## config.mk

```make
export PLATFORM = sky130hd
export DESIGN_NAME = reorder_buffer_flat
export DESIGN_NICKNAME = d
export VERILOG_FILES = /design/src/rtl/reorder_buffer_if.sv /design/src/rtl/reorder_buffer.sv /design/src/flat_wrapper.sv
export SDC_FILE = /design/constraint.sdc
export NUM_CORES = 2
export LEC_CHECK = 0
export ABC_AREA = 1
export CAP_MARGIN = 20
export CORE_MARGIN = 2
export CORE_UTILIZATION = 35
export DETAILED_ROUTE_END_ITERATION = 12
export PLACE_DENSITY = 0.5
export SETUP_SLACK_MARGIN = 0.2
export SLEW_MARGIN = 20
export SYNTH_ARGS = -nofsm -noshare
export SYNTH_HDL_FRONTEND = slang
export SYNTH_SLANG_ARGS = --single-unit
```

## constraint.sdc

```tcl
create_clock -name clk -period 13.59 [get_ports clk]
set_input_delay 2.0385 -clock clk [delete_from_list [all_inputs] [get_ports clk]]
set_output_delay 2.0385 -clock clk [all_outputs]
set_load 0.005 [all_outputs]
```

## src/rtl/reorder_buffer_if.sv

```systemverilog
// reorder_buffer_if: dispatch, result-bus, query, commit and status signals of the reorder buffer.
interface reorder_buffer_if #(
  parameter int TAG_W = 7,
  parameter int XLEN  = 32,
  parameter int REG_W = 5
);
  logic             in_alloc_valid;
  logic [1:0]       in_alloc_kind;
  logic [REG_W-1:0] in_alloc_dest;
  logic [XLEN-1:0]  in_alloc_pc;
  logic             in_alloc_pred_taken;
  logic             out_alloc_ready;
  logic [TAG_W-1:0] out_alloc_tag;
  logic [TAG_W-1:0] in_cdb_tag;
  logic [XLEN-1:0]  in_cdb_value;
  logic             in_cdb_taken;
  logic [XLEN-1:0]  in_cdb_target;
  logic [TAG_W-1:0] in_ls_tag;
  logic [XLEN-1:0]  in_ls_value;
  logic [TAG_W-1:0] in_query_tag1;
  logic [TAG_W-1:0] in_query_tag2;
  logic             out_query_ready1;
  logic             out_query_ready2;
  logic [XLEN-1:0]  out_query_value1;
  logic [XLEN-1:0]  out_query_value2;
  logic             out_reg_we;
  logic [REG_W-1:0] out_reg_idx;
  logic [TAG_W-1:0] out_reg_tag;
  logic [XLEN-1:0]  out_reg_value;
  logic             out_store_commit_valid;
  logic [TAG_W-1:0] out_store_commit_tag;
  logic             out_flush;
  logic [XLEN-1:0]  out_redirect_pc;
  logic             out_full;
  logic             out_empty;
  logic [TAG_W-1:0] out_count;
  modport slave (
    input  in_alloc_valid, in_alloc_kind, in_alloc_dest, in_alloc_pc, in_alloc_pred_taken,
    input  in_cdb_tag, in_cdb_value, in_cdb_taken, in_cdb_target, in_ls_tag, in_ls_value,
    input  in_query_tag1, in_query_tag2,
    output out_alloc_ready, out_alloc_tag, out_query_ready1, out_query_ready2,
    output out_query_value1, out_query_value2, out_reg_we, out_reg_idx, out_reg_tag, out_reg_value,
    output out_store_commit_valid, out_store_commit_tag, out_flush, out_redirect_pc,
    output out_full, out_empty, out_count
  );
  modport master (
    output in_alloc_valid, in_alloc_kind, in_alloc_dest, in_alloc_pc, in_alloc_pred_taken,
    output in_cdb_tag, in_cdb_value, in_cdb_taken, in_cdb_target, in_ls_tag, in_ls_value,
    output in_query_tag1, in_query_tag2,
    input  out_alloc_ready, out_alloc_tag, out_query_ready1, out_query_ready2,
    input  out_query_value1, out_query_value2, out_reg_we, out_reg_idx, out_reg_tag, out_reg_value,
    input  out_store_commit_valid, out_store_commit_tag, out_flush, out_redirect_pc,
    input  out_full, out_empty, out_count
  );
endinterface

```

## src/rtl/reorder_buffer.sv

```systemverilog
// reorder_buffer: circular in-order commit buffer with dual result buses, operand bypass
// and whole-buffer flush on branch mispredict or JALR.
module reorder_buffer #(
  parameter int DEPTH = 16,
  parameter int TAG_W = 7,
  parameter int XLEN  = 32,
  parameter int REG_W = 5
) (
  input logic clk,
  input logic rst,
  reorder_buffer_if.slave bus
);
  localparam int IDX_W = $clog2(DEPTH);
  localparam logic [TAG_W-1:0] DEPTH_T = TAG_W'(DEPTH);
  typedef enum logic [1:0] {K_ALU, K_BR, K_ST, K_JALR} kind_e;
  logic [DEPTH-1:0] r_ready;
  logic [DEPTH-1:0] r_pred;
  logic [DEPTH-1:0] r_taken;
  kind_e            r_kind   [DEPTH];
  logic [REG_W-1:0] r_dest   [DEPTH];
  logic [XLEN-1:0]  r_pc     [DEPTH];
  logic [XLEN-1:0]  r_value  [DEPTH];
  logic [XLEN-1:0]  r_target [DEPTH];
  logic [IDX_W-1:0] r_head;
  logic [IDX_W-1:0] r_tail;
  logic [TAG_W-1:0] r_count;
  logic             r_reg_we;
  logic [REG_W-1:0] r_reg_idx;
  logic [TAG_W-1:0] r_reg_tag;
  logic [XLEN-1:0]  r_reg_value;
  logic             r_st_valid;
  logic [TAG_W-1:0] r_st_tag;
  logic             r_flush;
  logic [XLEN-1:0]  r_redirect;
  logic [DEPTH-1:0] w_occ;
  logic [IDX_W-1:0] w_off;
  logic             w_full;
  logic             w_alloc;
  logic             w_commit;
  logic             w_reg_we;
  logic             w_st;
  logic             w_flush;
  logic [XLEN-1:0]  w_redirect;
  kind_e            w_h_kind;
  logic [TAG_W-1:0] w_head_tag;
  logic [IDX_W-1:0] w_cdb_idx;
  logic [IDX_W-1:0] w_ls_idx;
  logic [IDX_W-1:0] w_q1_idx;
  logic [IDX_W-1:0] w_q2_idx;
  logic             w_cdb_hit;
  logic             w_ls_hit;

  function automatic logic [IDX_W-1:0] f_idx(input logic [TAG_W-1:0] t);
    logic [TAG_W-1:0] m;
    m = t - TAG_W'(1);
    return m[IDX_W-1:0];
  endfunction

  function automatic logic f_in_range(input logic [TAG_W-1:0] t);
    return (t != '0) && (t <= DEPTH_T);
  endfunction

  // An entry is live when its distance from head is below the occupancy count.
  always_comb begin
    w_off = '0;
    w_occ = '0;
    for (int i = 0; i < DEPTH; i++) begin
      w_off    = IDX_W'(i) - r_head;
      w_occ[i] = TAG_W'(w_off) < r_count;
    end
  end

  assign w_full     = r_count == DEPTH_T;
  assign w_alloc    = bus.in_alloc_valid && !w_full;
  assign w_cdb_idx  = f_idx(bus.in_cdb_tag);
  assign w_ls_idx   = f_idx(bus.in_ls_tag);
  assign w_cdb_hit  = f_in_range(bus.in_cdb_tag) && w_occ[w_cdb_idx];
  assign w_ls_hit   = f_in_range(bus.in_ls_tag) && w_occ[w_ls_idx];
  assign w_h_kind   = r_kind[r_head];
  assign w_head_tag = TAG_W'(r_head) + TAG_W'(1);
  assign w_commit   = (r_count != '0) && r_ready[r_head];
  assign w_reg_we   = w_commit && (w_h_kind == K_ALU || w_h_kind == K_JALR);
  assign w_st       = w_commit && (w_h_kind == K_ST);
  assign w_flush    = w_commit && (w_h_kind == K_JALR ||
                      (w_h_kind == K_BR && r_taken[r_head] != r_pred[r_head]));
  assign w_redirect = (w_h_kind == K_JALR || r_taken[r_head]) ? r_target[r_head]
                                                              : r_pc[r_head] + XLEN'(4);

  assign bus.out_alloc_ready = !w_full;
  assign bus.out_alloc_tag   = w_full ? '0 : TAG_W'(r_tail) + TAG_W'(1);
  assign bus.out_full        = w_full;
  assign bus.out_empty       = r_count == '0;
  assign bus.out_count       = r_count;

  // Result buses bypass the stored entry so dispatch sees a value in its completion cycle.
  assign w_q1_idx = f_idx(bus.in_query_tag1);
  assign w_q2_idx = f_idx(bus.in_query_tag2);
  assign bus.out_query_ready1 = (bus.in_query_tag1 == '0) ? 1'b0 :
                                (bus.in_query_tag1 == bus.in_cdb_tag || bus.in_query_tag1 == bus.in_ls_tag) ? 1'b1 :
                                f_in_range(bus.in_query_tag1) && r_ready[w_q1_idx];
  assign bus.out_query_value1 = (bus.in_query_tag1 == '0) ? '0 :
                                (bus.in_query_tag1 == bus.in_cdb_tag) ? bus.in_cdb_value :
                                (bus.in_query_tag1 == bus.in_ls_tag) ? bus.in_ls_value :
                                f_in_range(bus.in_query_tag1) ? r_value[w_q1_idx] : '0;
  assign bus.out_query_ready2 = (bus.in_query_tag2 == '0) ? 1'b0 :
                                (bus.in_query_tag2 == bus.in_cdb_tag || bus.in_query_tag2 == bus.in_ls_tag) ? 1'b1 :
                                f_in_range(bus.in_query_tag2) && r_ready[w_q2_idx];
  assign bus.out_query_value2 = (bus.in_query_tag2 == '0) ? '0 :
                                (bus.in_query_tag2 == bus.in_cdb_tag) ? bus.in_cdb_value :
                                (bus.in_query_tag2 == bus.in_ls_tag) ? bus.in_ls_value :
                                f_in_range(bus.in_query_tag2) ? r_value[w_q2_idx] : '0;

  assign bus.out_reg_we             = r_reg_we;
  assign bus.out_reg_idx            = r_reg_idx;
  assign bus.out_reg_tag            = r_reg_tag;
  assign bus.out_reg_value          = r_reg_value;
  assign bus.out_store_commit_valid = r_st_valid;
  assign bus.out_store_commit_tag   = r_st_tag;
  assign bus.out_flush              = r_flush;
  assign bus.out_redirect_pc        = r_redirect;

  always_ff @(posedge clk or posedge rst) begin
    if (rst) begin
      r_head      <= '0;
      r_tail      <= '0;
      r_count     <= '0;
      r_ready     <= '0;
      r_reg_we    <= 1'b0;
      r_reg_idx   <= '0;
      r_reg_tag   <= '0;
      r_reg_value <= '0;
      r_st_valid  <= 1'b0;
      r_st_tag    <= '0;
      r_flush     <= 1'b0;
      r_redirect  <= '0;
    end else begin
      r_reg_we    <= w_reg_we;
      r_reg_idx   <= w_reg_we ? r_dest[r_head] : '0;
      r_reg_tag   <= w_reg_we ? w_head_tag : '0;
      r_reg_value <= w_reg_we ? r_value[r_head] : '0;
      r_st_valid  <= w_st;
      r_st_tag    <= w_st ? w_head_tag : '0;
      r_flush     <= w_flush;
      r_redirect  <= w_flush ? w_redirect : '0;
      if (w_flush) begin
        r_head  <= '0;
        r_tail  <= '0;
        r_count <= '0;
        r_ready <= '0;
      end else begin
        r_head  <= w_commit ? r_head + 1'b1 : r_head;
        r_tail  <= w_alloc ? r_tail + 1'b1 : r_tail;
        r_count <= r_count + TAG_W'(w_alloc) - TAG_W'(w_commit);
        if (w_alloc) r_ready[r_tail] <= 1'b0;
        if (w_cdb_hit) r_ready[w_cdb_idx] <= 1'b1;
        if (w_ls_hit) r_ready[w_ls_idx] <= 1'b1;
      end
    end
  end

  // Payload needs no reset: ready bits and occupancy gate every use of it.
  always_ff @(posedge clk) begin
    if (w_alloc) begin
      r_kind[r_tail] <= kind_e'(bus.in_alloc_kind);
      r_dest[r_tail] <= bus.in_alloc_dest;
      r_pc[r_tail]   <= bus.in_alloc_pc;
      r_pred[r_tail] <= bus.in_alloc_pred_taken;
    end
    if (w_cdb_hit) begin
      r_value[w_cdb_idx]  <= bus.in_cdb_value;
      r_taken[w_cdb_idx]  <= bus.in_cdb_taken;
      r_target[w_cdb_idx] <= bus.in_cdb_target;
    end
    if (w_ls_hit) r_value[w_ls_idx] <= bus.in_ls_value;
  end
endmodule

```

## src/flat_wrapper.sv

```systemverilog
// flat-port wrapper written by rule: the top's interface ports become plain ports
module reorder_buffer_flat 
#(
  parameter int DEPTH = 16,
  parameter int TAG_W = 7,
  parameter int XLEN  = 32,
  parameter int REG_W = 5
)
  (clk, rst, bus_in_alloc_valid, bus_in_alloc_kind, bus_in_alloc_dest, bus_in_alloc_pc, bus_in_alloc_pred_taken, bus_in_cdb_tag, bus_in_cdb_value, bus_in_cdb_taken, bus_in_cdb_target, bus_in_ls_tag, bus_in_ls_value, bus_in_query_tag1, bus_in_query_tag2, bus_out_alloc_ready, bus_out_alloc_tag, bus_out_query_ready1, bus_out_query_ready2, bus_out_query_value1, bus_out_query_value2, bus_out_reg_we, bus_out_reg_idx, bus_out_reg_tag, bus_out_reg_value, bus_out_store_commit_valid, bus_out_store_commit_tag, bus_out_flush, bus_out_redirect_pc, bus_out_full, bus_out_empty, bus_out_count);
  reorder_buffer_if #(.TAG_W(TAG_W), .XLEN(XLEN), .REG_W(REG_W)) bus_i ();
  input logic clk;
  input logic rst;
  input wire logic [$bits(bus_i.in_alloc_valid)-1:0] bus_in_alloc_valid;
  input wire logic [$bits(bus_i.in_alloc_kind)-1:0] bus_in_alloc_kind;
  input wire logic [$bits(bus_i.in_alloc_dest)-1:0] bus_in_alloc_dest;
  input wire logic [$bits(bus_i.in_alloc_pc)-1:0] bus_in_alloc_pc;
  input wire logic [$bits(bus_i.in_alloc_pred_taken)-1:0] bus_in_alloc_pred_taken;
  input wire logic [$bits(bus_i.in_cdb_tag)-1:0] bus_in_cdb_tag;
  input wire logic [$bits(bus_i.in_cdb_value)-1:0] bus_in_cdb_value;
  input wire logic [$bits(bus_i.in_cdb_taken)-1:0] bus_in_cdb_taken;
  input wire logic [$bits(bus_i.in_cdb_target)-1:0] bus_in_cdb_target;
  input wire logic [$bits(bus_i.in_ls_tag)-1:0] bus_in_ls_tag;
  input wire logic [$bits(bus_i.in_ls_value)-1:0] bus_in_ls_value;
  input wire logic [$bits(bus_i.in_query_tag1)-1:0] bus_in_query_tag1;
  input wire logic [$bits(bus_i.in_query_tag2)-1:0] bus_in_query_tag2;
  output wire logic [$bits(bus_i.out_alloc_ready)-1:0] bus_out_alloc_ready;
  output wire logic [$bits(bus_i.out_alloc_tag)-1:0] bus_out_alloc_tag;
  output wire logic [$bits(bus_i.out_query_ready1)-1:0] bus_out_query_ready1;
  output wire logic [$bits(bus_i.out_query_ready2)-1:0] bus_out_query_ready2;
  output wire logic [$bits(bus_i.out_query_value1)-1:0] bus_out_query_value1;
  output wire logic [$bits(bus_i.out_query_value2)-1:0] bus_out_query_value2;
  output wire logic [$bits(bus_i.out_reg_we)-1:0] bus_out_reg_we;
  output wire logic [$bits(bus_i.out_reg_idx)-1:0] bus_out_reg_idx;
  output wire logic [$bits(bus_i.out_reg_tag)-1:0] bus_out_reg_tag;
  output wire logic [$bits(bus_i.out_reg_value)-1:0] bus_out_reg_value;
  output wire logic [$bits(bus_i.out_store_commit_valid)-1:0] bus_out_store_commit_valid;
  output wire logic [$bits(bus_i.out_store_commit_tag)-1:0] bus_out_store_commit_tag;
  output wire logic [$bits(bus_i.out_flush)-1:0] bus_out_flush;
  output wire logic [$bits(bus_i.out_redirect_pc)-1:0] bus_out_redirect_pc;
  output wire logic [$bits(bus_i.out_full)-1:0] bus_out_full;
  output wire logic [$bits(bus_i.out_empty)-1:0] bus_out_empty;
  output wire logic [$bits(bus_i.out_count)-1:0] bus_out_count;
  assign bus_i.in_alloc_valid = bus_in_alloc_valid;
  assign bus_i.in_alloc_kind = bus_in_alloc_kind;
  assign bus_i.in_alloc_dest = bus_in_alloc_dest;
  assign bus_i.in_alloc_pc = bus_in_alloc_pc;
  assign bus_i.in_alloc_pred_taken = bus_in_alloc_pred_taken;
  assign bus_i.in_cdb_tag = bus_in_cdb_tag;
  assign bus_i.in_cdb_value = bus_in_cdb_value;
  assign bus_i.in_cdb_taken = bus_in_cdb_taken;
  assign bus_i.in_cdb_target = bus_in_cdb_target;
  assign bus_i.in_ls_tag = bus_in_ls_tag;
  assign bus_i.in_ls_value = bus_in_ls_value;
  assign bus_i.in_query_tag1 = bus_in_query_tag1;
  assign bus_i.in_query_tag2 = bus_in_query_tag2;
  assign bus_out_alloc_ready = bus_i.out_alloc_ready;
  assign bus_out_alloc_tag = bus_i.out_alloc_tag;
  assign bus_out_query_ready1 = bus_i.out_query_ready1;
  assign bus_out_query_ready2 = bus_i.out_query_ready2;
  assign bus_out_query_value1 = bus_i.out_query_value1;
  assign bus_out_query_value2 = bus_i.out_query_value2;
  assign bus_out_reg_we = bus_i.out_reg_we;
  assign bus_out_reg_idx = bus_i.out_reg_idx;
  assign bus_out_reg_tag = bus_i.out_reg_tag;
  assign bus_out_reg_value = bus_i.out_reg_value;
  assign bus_out_store_commit_valid = bus_i.out_store_commit_valid;
  assign bus_out_store_commit_tag = bus_i.out_store_commit_tag;
  assign bus_out_flush = bus_i.out_flush;
  assign bus_out_redirect_pc = bus_i.out_redirect_pc;
  assign bus_out_full = bus_i.out_full;
  assign bus_out_empty = bus_i.out_empty;
  assign bus_out_count = bus_i.out_count;
  reorder_buffer #(.DEPTH(DEPTH), .TAG_W(TAG_W), .XLEN(XLEN), .REG_W(REG_W)) u_core (.clk(clk), .rst(rst), .bus(bus_i));
endmodule
```

==> metrics.yaml <==
first_iter_violations: 10700
crit_chain: "buf_8 -> inv_4 -> ha_4 -> clkinv_2 -> buf_4 -> a21oi_1 -> o21ai_0 -> nand3_1 -> nand3_1 -> a31oi_1 -> nor3_1 -> clkdlybuf4s50_1"
ys_ff_latch: 1793
crit_path_max_fanout: 73
drtPass1Iterations: 8
path_class: "in2out"
synth_top_area_frac: 0.552
slowest_delay_ns: 0.71
viasPerCell: 5.70
grtUsageTotal: 0.259
p_clk_frac: 0.295
dieHeight_um: 515
ctsHoldBuffers: 0
design.core.area_um2: 260000
cts.clk_slew.worst_paths_ns: 0.06
report.final.slew_viol_count: 0
antenna_found_initial: 40
die-width_um: 515
clock_latency_ns: 0.92
rsz0062_at_grt: "false"
hold_viol_final: 0
synth.largest_area_cell: "edfxtp_1"
worstMarginPinSlew_ns: 1.19
power_frac_comb: 0.360
yosysWarnings: 0
cts_setup_buffers: 0
grt_pass1_vias: 70600
area_growth_pct: 13.1
synth-edff-count: 1680
synthDistinctLibCells: 59
routed_wl_mm: 352
vdd_drop_max_mv: 0.242
setup_viol_count_final: 0
synth.avg_cell_area_um2: 9.32
internal_power_mw: 11.4
post_cts_resized: 0
p_sw_frac: 0.401
ys.flop_type: "edfxtp_1"
fin_crit_ns: 8.69
drc: 0
grt_max_degree: 208
synth_common_cells: "2179 x nand2_1, 1680 x edfxtp_1, 1297 x o21ai_0"
nNetsFinal: 9906
vias: 75500
drive_gt1_frac: 0.0604
routedWlPerCell_um: 26.6
cts_tree: "built"
timing.slew.headroom: 0.198
numCtsBuffers: 205
postPlaceCellArea_um2: 96600
crit_arrival_ns: 6.65
cts-root-buf: "clkbuf_16"
max_freq_ghz: 0.115
cp_data_required_time_ns: 11.55
grt_pass1_wl_mm: 504
p_leak_nw: 39.1
status: "complete, no violations"
synth_most_common_cell: "nand2_1"
synthArstFlopShare: 0.0630
setup_tns_ns: 0
cp_slowest_cell: "ha_4"
n_fill_cell: 25300
power.density_nw_per_um2: 184
maxCapViolCount: 0
synth_cells: 9813
grt_overflow_total: 0
end_kind: "output pin"
htreeDepth: 4
switchingPower_mw: 7.63
startpoint_type: "primary input"
critPathBufInv: 5
seqCellArea_um2: 53300
crit_family: "buffers and inverters"
ios: 337
cts_buffer_depth: 3
stdcell_area_um2: 103000
initial_core_util: 0.352
place_congestion: 0.883
min_path_type: "reg2reg"
cts.sinks: 1793
final_antenna_net_count: 0
skew_ns: 0.124
synth.area.top_cells: "edfxtp_1 55%, nand2_1 8.9%, o21ai_0 7.1%"
p_seq_frac: 0.346
io_buffers: 330
mappedNetlistArea_um2: 91400
finalCritPeriodShare: 0.639
ys_seq_area_frac: 0.583
die-area_um2: 265000
rows: 187
multi_input_area_um2: 31800
place_hpwl_mm: 189
cpMostUsedCell: "nand3_1"
state kept, by name, indices dropped and copies added (netlist names), 7 cells and up:
name                        cells
u_core.r_pred                  16
u_core.r_pc                   512
u_core.bus.out_redirect_pc     32
u_core.r_dest                  80
u_core.bus.out_count            7
u_core.r_target               512
u_core.r_value                512
u_core.r_ready                 16
u_core.bus.out_reg_value       32
u_core.r_kind                  32
u_core.r_taken                 16
power groups by stage:
stage	registers, mW	clock network (mW)	logic (mW)
floorplan	6.57	0	4.29
global placement	6.68	0	6.71
detailed placement	6.69	0	6.76
CTS	6.57	5.69	6.79
global route	6.60	5.91	7.44
finish	6.58	5.61	6.84
layer usage:
metal / GRT usage / up-vias / share of wire
met4: 0.0929 / 26 / 0.038
met5: 0 / - / 0.00045
met1: 0.350 / 36400 / 0.42
li1: - / 34100 / -
met3: 0.0525 / 795 / 0.095
met2: 0.410 / 4135 / 0.45
placed cells by master (no fill, tap or decap), types with 61 or more instances in the layout:
cell type / synthesis / layout
nand2_1: 2179 / 2162
edfxtp_1: 1680 / 1680
o21ai_0: 1297 / 1297
nand3_1: 990 / 983
a21oi_1: 956 / 956
inv_1: 671 / 649
clkdlybuf4s50_1: 0 / 328
nor2_1: 291 / 274
clkbuf_16: 0 / 207
buf_4: 57 / 148
o21ai_1: 126 / 126
dfrtp_1: 113 / 109
a31oi_1: 107 / 107
a22oi_1: 76 / 76
nor3_1: 76 / 75
ha_1: 67 / 65
clkbuf_1: 382 / 61
path summary, 6_finish.rpt:
| path | cells after the start | from | endpoint | slack (ns) |
|---|---|---|---|---|
| max reg2reg | 16 | u_core.r_head[0]$_DFFE_PP0P_ | u_core.bus.out_redirect_pc[3]$_DFF_PP0_ | 7.12 |
| min in group asynchronous | 2 | rst | u_core.bus.out_store_commit_valid$_DFF_PP0_ | 1.66 |
| max | 12 | bus_in_query_tag2[0] | bus_out_query_value2[2] | 4.90 |
| min reg2reg | 4 | u_core.r_ready[9]$_DFF_PP0_ | u_core.r_ready[9]$_DFF_PP0_ | 0.66 |
| min | 4 | u_core.r_ready[9]$_DFF_PP0_ | u_core.r_ready[9]$_DFF_PP0_ | 0.66 |
| max in group asynchronous | 3 | rst | u_core.r_ready[10]$_DFF_PP0_ | 10.35 |
area by class of cell:
| class | instances | share of cell area |
|---|---|---|
| diodes | 9 | 0.000218 |
| multi-input cells | 6496 | 0.308 |
| well taps | 3402 | 0.0412 |
| inverters | 686 | 0.0254 |
| clock buffers | 283 | 0.0543 |
| repair buffers | 488 | 0.0446 |
| clock inverters | 88 | 0.0114 |
| flip-flops and latches | 1793 | 0.515 |
worst min-delay path: cells and delay by family (launching register included):
kind / cells / cell delay [ns]
DFF: 1 / 0.37
and+or+nand+nor: 2 / 0.13
AOI/OAI and AO/OA: 1 / 0.09
buffers and inverters: 1 / 0.04
metrics by stage:
| step | power [mW] | std cells | utilization | worst slack (ns) | hold slack (ns) |
|---|---|---|---|---|---|
| 2_1_floorplan | 10.9 | 9818 | - | 7.34 | 0.588 |
| 3_3_place_gp | 13.4 | 12900 | 0.372 | 5.11 | 0.627 |
| 3_5_place_dp | 13.5 | 12900 | 0.372 | 5.11 | 0.636 |
| 4_1_cts | 19.1 | 13200 | 0.398 | 5.09 | 0.655 |
| 5_1_grt | 19.9 | 13200 | 0.398 | 4.73 | 0.697 |
| 6_report | 19.0 | 13200 | 0.398 | 4.90 | 0.660 |
kinds of logic (layout without fill, tap and decap cells):
kind of cell               after synthesis  after routing  synth area share
xor gates and xnor gates                60             60           0.00575
AOI/OAI and AO/OA                     2781           2781             0.164
adders and majority gates               68             68           0.00939
buffers and inverters                 1529           1545            0.0737
and+or+nand+nor                       3581           3581             0.164
DFF                                   1793           1793             0.583
other                                    1             15         0.0000410
(Power assumes the default switching activity.)
